==> src/rtl/ad_framer_pkg.sv <==
// Shared types, constants and the double-dabble step helper for the ADC-to-ASCII framer.
package ad_framer_pkg;

    typedef enum logic [1:0] {
        IDLE = 2'd0,
        CONV = 2'd1,
        SEND = 2'd2
    } state_t;

    localparam logic [7:0] ASCII_ZERO = 8'h30;
    localparam logic [7:0] ASCII_CR   = 8'h0D;
    localparam logic [7:0] ASCII_LF   = 8'h0A;
    localparam int         FRAME_LEN  = 6;
    localparam int         ADC_W      = 12;
    localparam int         BCD_DIGITS = 4;
    localparam int         BCD_W      = 4 * BCD_DIGITS;
    localparam int         SHIFT_W    = BCD_W + ADC_W;

    // One double-dabble iteration on {bcd, bin}: correct every digit >= 5, then shift left.
    function automatic logic [SHIFT_W-1:0] dabble_step(input logic [SHIFT_W-1:0] v);
        logic [SHIFT_W-1:0] t;
        t = v;
        for (int d = 0; d < BCD_DIGITS; d++) begin
            if (t[ADC_W + 4*d +: 4] >= 4'd5) begin
                t[ADC_W + 4*d +: 4] = t[ADC_W + 4*d +: 4] + 4'd3;
            end else begin
                t[ADC_W + 4*d +: 4] = t[ADC_W + 4*d +: 4];
            end
        end
        return {t[SHIFT_W-2:0], 1'b0};
    endfunction

endpackage

==> src/rtl/ad_ascii_framer_bin2bcd_seq.sv <==
// Sequential 12-bit binary to 4-digit BCD converter; one double-dabble step per cycle.
module bin2bcd_seq
    import ad_framer_pkg::*;
(
    input  logic             clk,
    input  logic             rst_n,
    input  logic             start,
    input  logic [ADC_W-1:0] bin,
    output logic             busy,
    output logic             done,
    output logic [BCD_W-1:0] bcd
);

    logic [SHIFT_W-1:0] shift_r;
    logic [SHIFT_W-1:0] step_s;
    logic [3:0]         cnt_r;
    logic               busy_r;

    // done fires in the final step cycle and bcd carries that step's result, so the
    // consumer can register the answer on the same edge the last shift would occur.
    always_comb begin
        step_s = dabble_step(shift_r);
        done   = busy_r && (cnt_r == 4'(ADC_W - 1));
        bcd    = step_s[SHIFT_W-1:ADC_W];
        busy   = busy_r;
    end

    // Shift register, step counter and busy flag.
    always_ff @(posedge clk or negedge rst_n) begin
        if (!rst_n) begin
            shift_r <= '0;
            cnt_r   <= 4'd0;
            busy_r  <= 1'b0;
        end else if (start) begin
            shift_r <= {{BCD_W{1'b0}}, bin};
            cnt_r   <= 4'd0;
            busy_r  <= 1'b1;
        end else if (busy_r) begin
            shift_r <= step_s;
            cnt_r   <= cnt_r + 4'd1;
            busy_r  <= (cnt_r != 4'(ADC_W - 1));
        end else begin
            shift_r <= shift_r;
            cnt_r   <= cnt_r;
            busy_r  <= 1'b0;
        end
    end

endmodule

==> src/rtl/ad_ascii_framer.sv <==
// Periodically reports the ADC sample as "dddd\r\n" over a valid/ready byte stream.
// Optional build macro AD_FRAMER_AVG_EN reports the 16-sample mean instead of the latest sample.
module ad_ascii_framer
    import ad_framer_pkg::*;
#(
    parameter int CLK_FRE  = 50,
    parameter int SEND_FRE = 2
) (
    input  logic        clk,
    input  logic        rst_n,
    input  logic [11:0] ad9220_data,
    input  logic        ad9220_data_valid,
    output logic [7:0]  tx_data,
    output logic        tx_data_valid,
    input  logic        tx_data_ready
);

    localparam int TICK_CYCLES = CLK_FRE * 1000000 / SEND_FRE;
    localparam int CNT_W       = (TICK_CYCLES > 1) ? $clog2(TICK_CYCLES) : 1;
    localparam logic [2:0] LAST_IDX = 3'(FRAME_LEN - 1);

    logic [CNT_W-1:0] tick_cnt_r;
    logic             tick_s;
    logic [ADC_W-1:0] sample_r;
    state_t           state_r, state_next;
    logic [2:0]       idx_r, idx_next;
    logic [BCD_W-1:0] digits_r, digits_next;
    logic [7:0]       tx_data_r, tx_data_next;
    logic             tx_valid_r, tx_valid_next;
    logic             conv_start_s, conv_busy_s, conv_done_s;
    logic [BCD_W-1:0] conv_bcd_s;

    function automatic logic [7:0] frame_byte(input logic [BCD_W-1:0] d, input logic [2:0] i);
        logic [7:0] b;
        case (i)
            3'd0:    b = ASCII_ZERO + {4'h0, d[15:12]};
            3'd1:    b = ASCII_ZERO + {4'h0, d[11:8]};
            3'd2:    b = ASCII_ZERO + {4'h0, d[7:4]};
            3'd3:    b = ASCII_ZERO + {4'h0, d[3:0]};
            3'd4:    b = ASCII_CR;
            default: b = ASCII_LF;
        endcase
        return b;
    endfunction

    assign tick_s        = (tick_cnt_r == CNT_W'(TICK_CYCLES - 1));
    assign tx_data       = tx_data_r;
    assign tx_data_valid = tx_valid_r;

    // Free-running report-rate counter.
    always_ff @(posedge clk or negedge rst_n) begin
        if (!rst_n) begin
            tick_cnt_r <= '0;
        end else if (tick_s) begin
            tick_cnt_r <= '0;
        end else begin
            tick_cnt_r <= tick_cnt_r + CNT_W'(1);
        end
    end

`ifdef AD_FRAMER_AVG_EN
    logic [15:0] acc_r;
    logic [3:0]  avg_cnt_r;
    logic [15:0] sum_s;

    assign sum_s = acc_r + {4'h0, ad9220_data};

    // Block-of-16 averager; the sample register only changes when a block completes.
    always_ff @(posedge clk or negedge rst_n) begin
        if (!rst_n) begin
            acc_r     <= 16'd0;
            avg_cnt_r <= 4'd0;
            sample_r  <= '0;
        end else if (ad9220_data_valid && (avg_cnt_r == 4'd15)) begin
            acc_r     <= 16'd0;
            avg_cnt_r <= 4'd0;
            sample_r  <= sum_s[15:4];
        end else if (ad9220_data_valid) begin
            acc_r     <= sum_s;
            avg_cnt_r <= avg_cnt_r + 4'd1;
            sample_r  <= sample_r;
        end else begin
            acc_r     <= acc_r;
            avg_cnt_r <= avg_cnt_r;
            sample_r  <= sample_r;
        end
    end
`else
    // Latest-sample register.
    always_ff @(posedge clk or negedge rst_n) begin
        if (!rst_n) begin
            sample_r <= '0;
        end else if (ad9220_data_valid) begin
            sample_r <= ad9220_data;
        end else begin
            sample_r <= sample_r;
        end
    end
`endif

    bin2bcd_seq u_bin2bcd (
        .clk   (clk),
        .rst_n (rst_n),
        .start (conv_start_s),
        .bin   (sample_r),
        .busy  (conv_busy_s),
        .done  (conv_done_s),
        .bcd   (conv_bcd_s)
    );

    // Frame FSM next-state and registered-output logic.
    always_comb begin
        state_next    = state_r;
        idx_next      = idx_r;
        digits_next   = digits_r;
        tx_data_next  = tx_data_r;
        tx_valid_next = tx_valid_r;
        conv_start_s  = 1'b0;
        case (state_r)
            IDLE: begin
                if (tick_s) begin
                    conv_start_s = 1'b1;
                    state_next   = CONV;
                end else begin
                    state_next   = IDLE;
                end
            end
            CONV: begin
                if (conv_done_s) begin
                    digits_next   = conv_bcd_s;
                    idx_next      = 3'd0;
                    tx_data_next  = frame_byte(conv_bcd_s, 3'd0);
                    tx_valid_next = 1'b1;
                    state_next    = SEND;
                end else if (!conv_busy_s) begin
                    state_next    = IDLE;
                end else begin
                    state_next    = CONV;
                end
            end
            SEND: begin
                if (tx_valid_r && tx_data_ready && (idx_r == LAST_IDX)) begin
                    tx_valid_next = 1'b0;
                    tx_data_next  = 8'h00;
                    idx_next      = 3'd0;
                    state_next    = IDLE;
                end else if (tx_valid_r && tx_data_ready) begin
                    idx_next      = idx_r + 3'd1;
                    tx_data_next  = frame_byte(digits_r, idx_r + 3'd1);
                end else begin
                    state_next    = SEND;
                end
            end
            default: begin
                state_next    = IDLE;
                tx_valid_next = 1'b0;
                tx_data_next  = 8'h00;
            end
        endcase
    end

    // FSM state and output registers.
    always_ff @(posedge clk or negedge rst_n) begin
        if (!rst_n) begin
            state_r    <= IDLE;
            idx_r      <= 3'd0;
            digits_r   <= '0;
            tx_data_r  <= 8'h00;
            tx_valid_r <= 1'b0;
        end else begin
            state_r    <= state_next;
            idx_r      <= idx_next;
            digits_r   <= digits_next;
            tx_data_r  <= tx_data_next;
            tx_valid_r <= tx_valid_next;
        end
    end

endmodule

==> config.mk <==
export PLATFORM = sky130hd
export DESIGN_NAME = ad_ascii_framer
export DESIGN_NICKNAME = d
export VERILOG_FILES = /design/src/rtl/ad_framer_pkg.sv /design/src/rtl/ad_ascii_framer_bin2bcd_seq.sv /design/src/rtl/ad_ascii_framer.sv
export SDC_FILE = /design/constraint.sdc
export NUM_CORES = 1
export LEC_CHECK = 0
export ABC_AREA = 1
export BUFFER_PORTS_ARGS = -buffer_cell sky130_fd_sc_hd__buf_2
export CAP_MARGIN = 20
export CORE_MARGIN = 4
export CORE_UTILIZATION = 45
export DETAILED_ROUTE_END_ITERATION = 6
export PLACE_DENSITY_LB_ADDON = 0.12
export SLEW_MARGIN = 40
export SYNTH_ARGS = -nofsm -noshare
export SYNTH_HDL_FRONTEND = slang
export SYNTH_SLANG_ARGS = --single-unit
==> constraint.sdc <==
create_clock -name clk -period 2.15 [get_ports clk]
set_input_delay 0.3225 -clock clk [delete_from_list [all_inputs] [get_ports clk]]
set_output_delay 0.3225 -clock clk [all_outputs]
set_load 0.1 [all_outputs]
==> impl_results.md <==
* Status: complete, no violations
* Hold Violations, Final at 0
* Peak VDD IR at 0.000477 V
* Post-route setup TNS at 0 ns
* Clock power frac at 45.5%
* Core area at 11500 um2
* Number of nets with antenna violations after routing at 0
* Leading area contributor after synthesis: dfrtp_1
* WL per Instance at 13.1 um
* Combinational power share at 2.8%
* Pins Over Slew Limit at 0
* Clk_lat worst skew at 0.35 ns
* Placer congestion estimate at 0.826
* Critical path data required time at 2.44 ns
* Pin count of the biggest net entering global routing at 34
* Vias in the first global route at 4036
* Ant diodes at 0
* Final Setup Violations at 0
* H-tree levels at 3
* CP delay by family, top: simple AND/OR/NAND/NOR gates
* P_leak at 0.00311 uW
* Final HPWL DP at 8270 um
* Top FF cell, synth: dfrtp_1
* Multi-input gate area at 2460 um2
* Die area at 13700 um2
* Die X at 117 um
* Crit Path Category: reg2reg
* Ordered cell list for the critical path: ha_1 -> inv_1 -> nand2_1 -> nand2_1 -> o21ai_0 -> nand3_1 -> nand2_1 -> inv_1 -> nand2_1 -> nand2_1 -> nand2_1 -> nand2_1
* Synth top cells by count: 188 x nand2_1, 97 x dfrtp_1, 84 x inv_1
* Vias per cell at 4.94
* RSZ-0062 raised after global routing: false
* Nets at 720
* Period minus WS final at 1.94 ns
* # IOs at 25
* Async set-or-reset flop fraction in the synthesized netlist at 100%
* EDFF count, synth at 0
* Period Utilization, post-route at 90.1%
* Initial DRC count at 216
* Initial antenna violation count at 0
* Drt drc at 0
* Routed WL at 10900 um
* Slew HR at 56.8%
* CTS tree: done
* Fillers at 1121
* Hold crit path type: in2reg
* Cell area after synthesis at 5350 um2
* Global-route wire length before repair at 19100 um
* Total number of vias at 4113
* First-pass DRT Iterations at 4
* Internal power at 2820 uW
* Net Sw Power at 782 uW
* Global route overflow at 0
* Register Area at 2430 um2
* Register area share after synthesis at 45.4%
* Hold slack at 0.187 ns
* Sequential share of power at 51.6%
* Synthesized instance count at 658
* Die H at 117 um
* Clk_skew at 0.00536 ns
* Crit path max-delay cell type: dfrtp_1
* Max-Cap Viols at 0
* Cell variety after synth at 35
* Setup crit end kind: flip-flop
* Cell Pwr Density at 607 nW/um2
* Cell Rows at 39
* Critical-path maximum fanout at 16
* IO Port Bufs at 22
* Mean area per synthesized cell at 8.13 um2
* CP startpoint kind: flip-flop
* Synth top area share at 45.4%
* Most numerous cell in the Yosys netlist: nand2_1
* Worst path buffer plus inverter count at 2
* P&R area growth vs syn at 10.8%
* Clk root buf: clkbuf_16
* YS warnings at 0
* CP dominant cell by count: nand2_1
* Clk buf depth at 2
* Seq cells post-synth at 97
* Share of cells above drive strength 1 at 14.3%
* Switching share of power at 21.7%
* Initial Util at 46.4%
* Synth area leaders: dfrtp_1 45%, nand2_1 13%, inv_1 5.9%
* Total CTS buffers at 9
* Critical Path Max Stage Delay at 0.41 ns
* Clock sink count at 97
* Fmax at 517 MHz
* GRT Total Usage at 17.7%
* Worst Tran Pin Value at 0.641 ns
* CP arrival at 2.23 ns
* Clk slew on worst S/H paths at 0.07 ns
-- final cells by class --
| class | instances | area share [%] |
|---|---|---|
| multi-input cells | 455 | 41.5 |
| flip-flops and latches | 97 | 41.0 |
| inverters | 88 | 5.68 |
| clock buffers | 10 | 4.03 |
| repair buffers | 34 | 3.67 |
| well taps | 143 | 3.02 |
| clock inverters | 6 | 1.14 |
-- state kept, by name (all words and copies together), names as in the netlist --
signal             count
u_bin2bcd.cnt_r        4
u_bin2bcd.busy         1
sample_r              12
tick_cnt_r            25
digits_r              16
idx_r                  3
tx_data                5
state_r                2
tx_data_valid          1
u_bin2bcd.shift_r     28
-- metrics by stage --
| stage | power (uW) | cell area, um2 | setup WS [ns] | util (%) | std cells |
|---|---|---|---|---|---|
| global route | 3740 | 5930 | 0.00899 | 51.5 | 833 |
| global placement | 2000 | 5610 | 0.310 | 48.7 | 816 |
| detailed placement | 2000 | 5610 | 0.216 | 48.7 | 816 |
| CTS | 3640 | 5920 | 0.191 | 51.4 | 833 |
| floorplan | 1930 | 5350 | 0.370 | - | 659 |
| finish | 3600 | 5930 | 0.214 | 51.5 | 833 |
-- what timing repair did --
item                                   in CTS  in global routing
gates resized for setup                     0                  1
buffers inserted                            0                  0
setup endpoints to repair                   0                  1
endpoints found under the hold margin      29                  0
hold buffers                                1                  0
-- placed cells by master (no fill, tap or decap), drive strengths merged, types with 6 or more instances in the layout --
cell / Yosys / routed
a21oi: 11 / 11
dfrtp: 97 / 97
buf: 14 / 33
nand4: 9 / 9
clkinvlp: 0 / 6
ha: 19 / 19
nand3: 69 / 69
inv: 88 / 87
mux2: 11 / 11
o21ai: 56 / 56
nor3: 15 / 15
nor2: 49 / 49
xor2: 15 / 15
nand2: 189 / 189
clkbuf: 5 / 10
-- layer usage --
layer | up-vias | wire length [um] | GRT usage (%)
li1 | 2138 | - | -
met1 | 1905 | 5370 | 24.3
met2 | 55 | 4980 | 27.8
met3 | 15 | 355 | 3.08
met4 | 0 | 214 | 7.26
met5 | - | 0 | 0
-- kinds of logic (layout without fill, tap and decap cells) --
family / count (synthesis) / in the layout / synth area share [%]
and+or+nand+nor: 334 / 334 / 29.2
buffers and inverters: 107 / 138 / 8.70
DFF: 97 / 97 / 45.4
AOI/OAI and AO/OA: 69 / 69 / 6.64
xor gates and xnor gates: 20 / 20 / 3.27
adders and majority gates: 19 / 19 / 4.44
muxes: 11 / 11 / 2.32
other: 1 / 2 / 0.0701
-- path summary, 6_finish.rpt --
kind / from / to / slack [ns] / depth (start not counted)
worst max-delay path: idx_r[0]$_DFFE_PN0P_ / tx_data[0]$_DFFE_PN0P_ / 0.21 / 12
worst min-delay path: ad9220_data[0] / sample_r[0]$_DFFE_PN0P_ / 0.19 / 3
worst max register to register: idx_r[0]$_DFFE_PN0P_ / tx_data[0]$_DFFE_PN0P_ / 0.21 / 12
worst min register to register: digits_r[11]$_DFFE_PN0P_ / digits_r[11]$_DFFE_PN0P_ / 0.48 / 2
max in group asynchronous: rst_n / tick_cnt_r[1]$_DFF_PN0_ / 1.12 / 3
min in group asynchronous: rst_n / digits_r[13]$_DFFE_PN0P_ / 0.46 / 2
-- worst reg2reg max path: cells and delay by family (launching register included) --
| kind | cells | cell delay, ns |
|---|---|---|
| AND/OR/NAND/NOR | 8 | 0.85 |
| flip-flops | 1 | 0.41 |
| adder cells (fa/ha/maj) | 1 | 0.25 |
| AO/OA/AOI/OAI | 1 | 0.22 |
| buffers and inverters | 2 | 0.16 |
-- power groups by stage --
stage / registers, uW / clock network (uW) / logic (uW)
2_1_floorplan: 1890 / 0 / 44.1
3_3_place_gp: 1890 / 0 / 102
3_5_place_dp: 1890 / 0 / 105
4_1_cts: 1860 / 1680 / 106
5_1_grt: 1860 / 1770 / 116
6_report: 1860 / 1640 / 102
(Power assumes the default switching activity.)
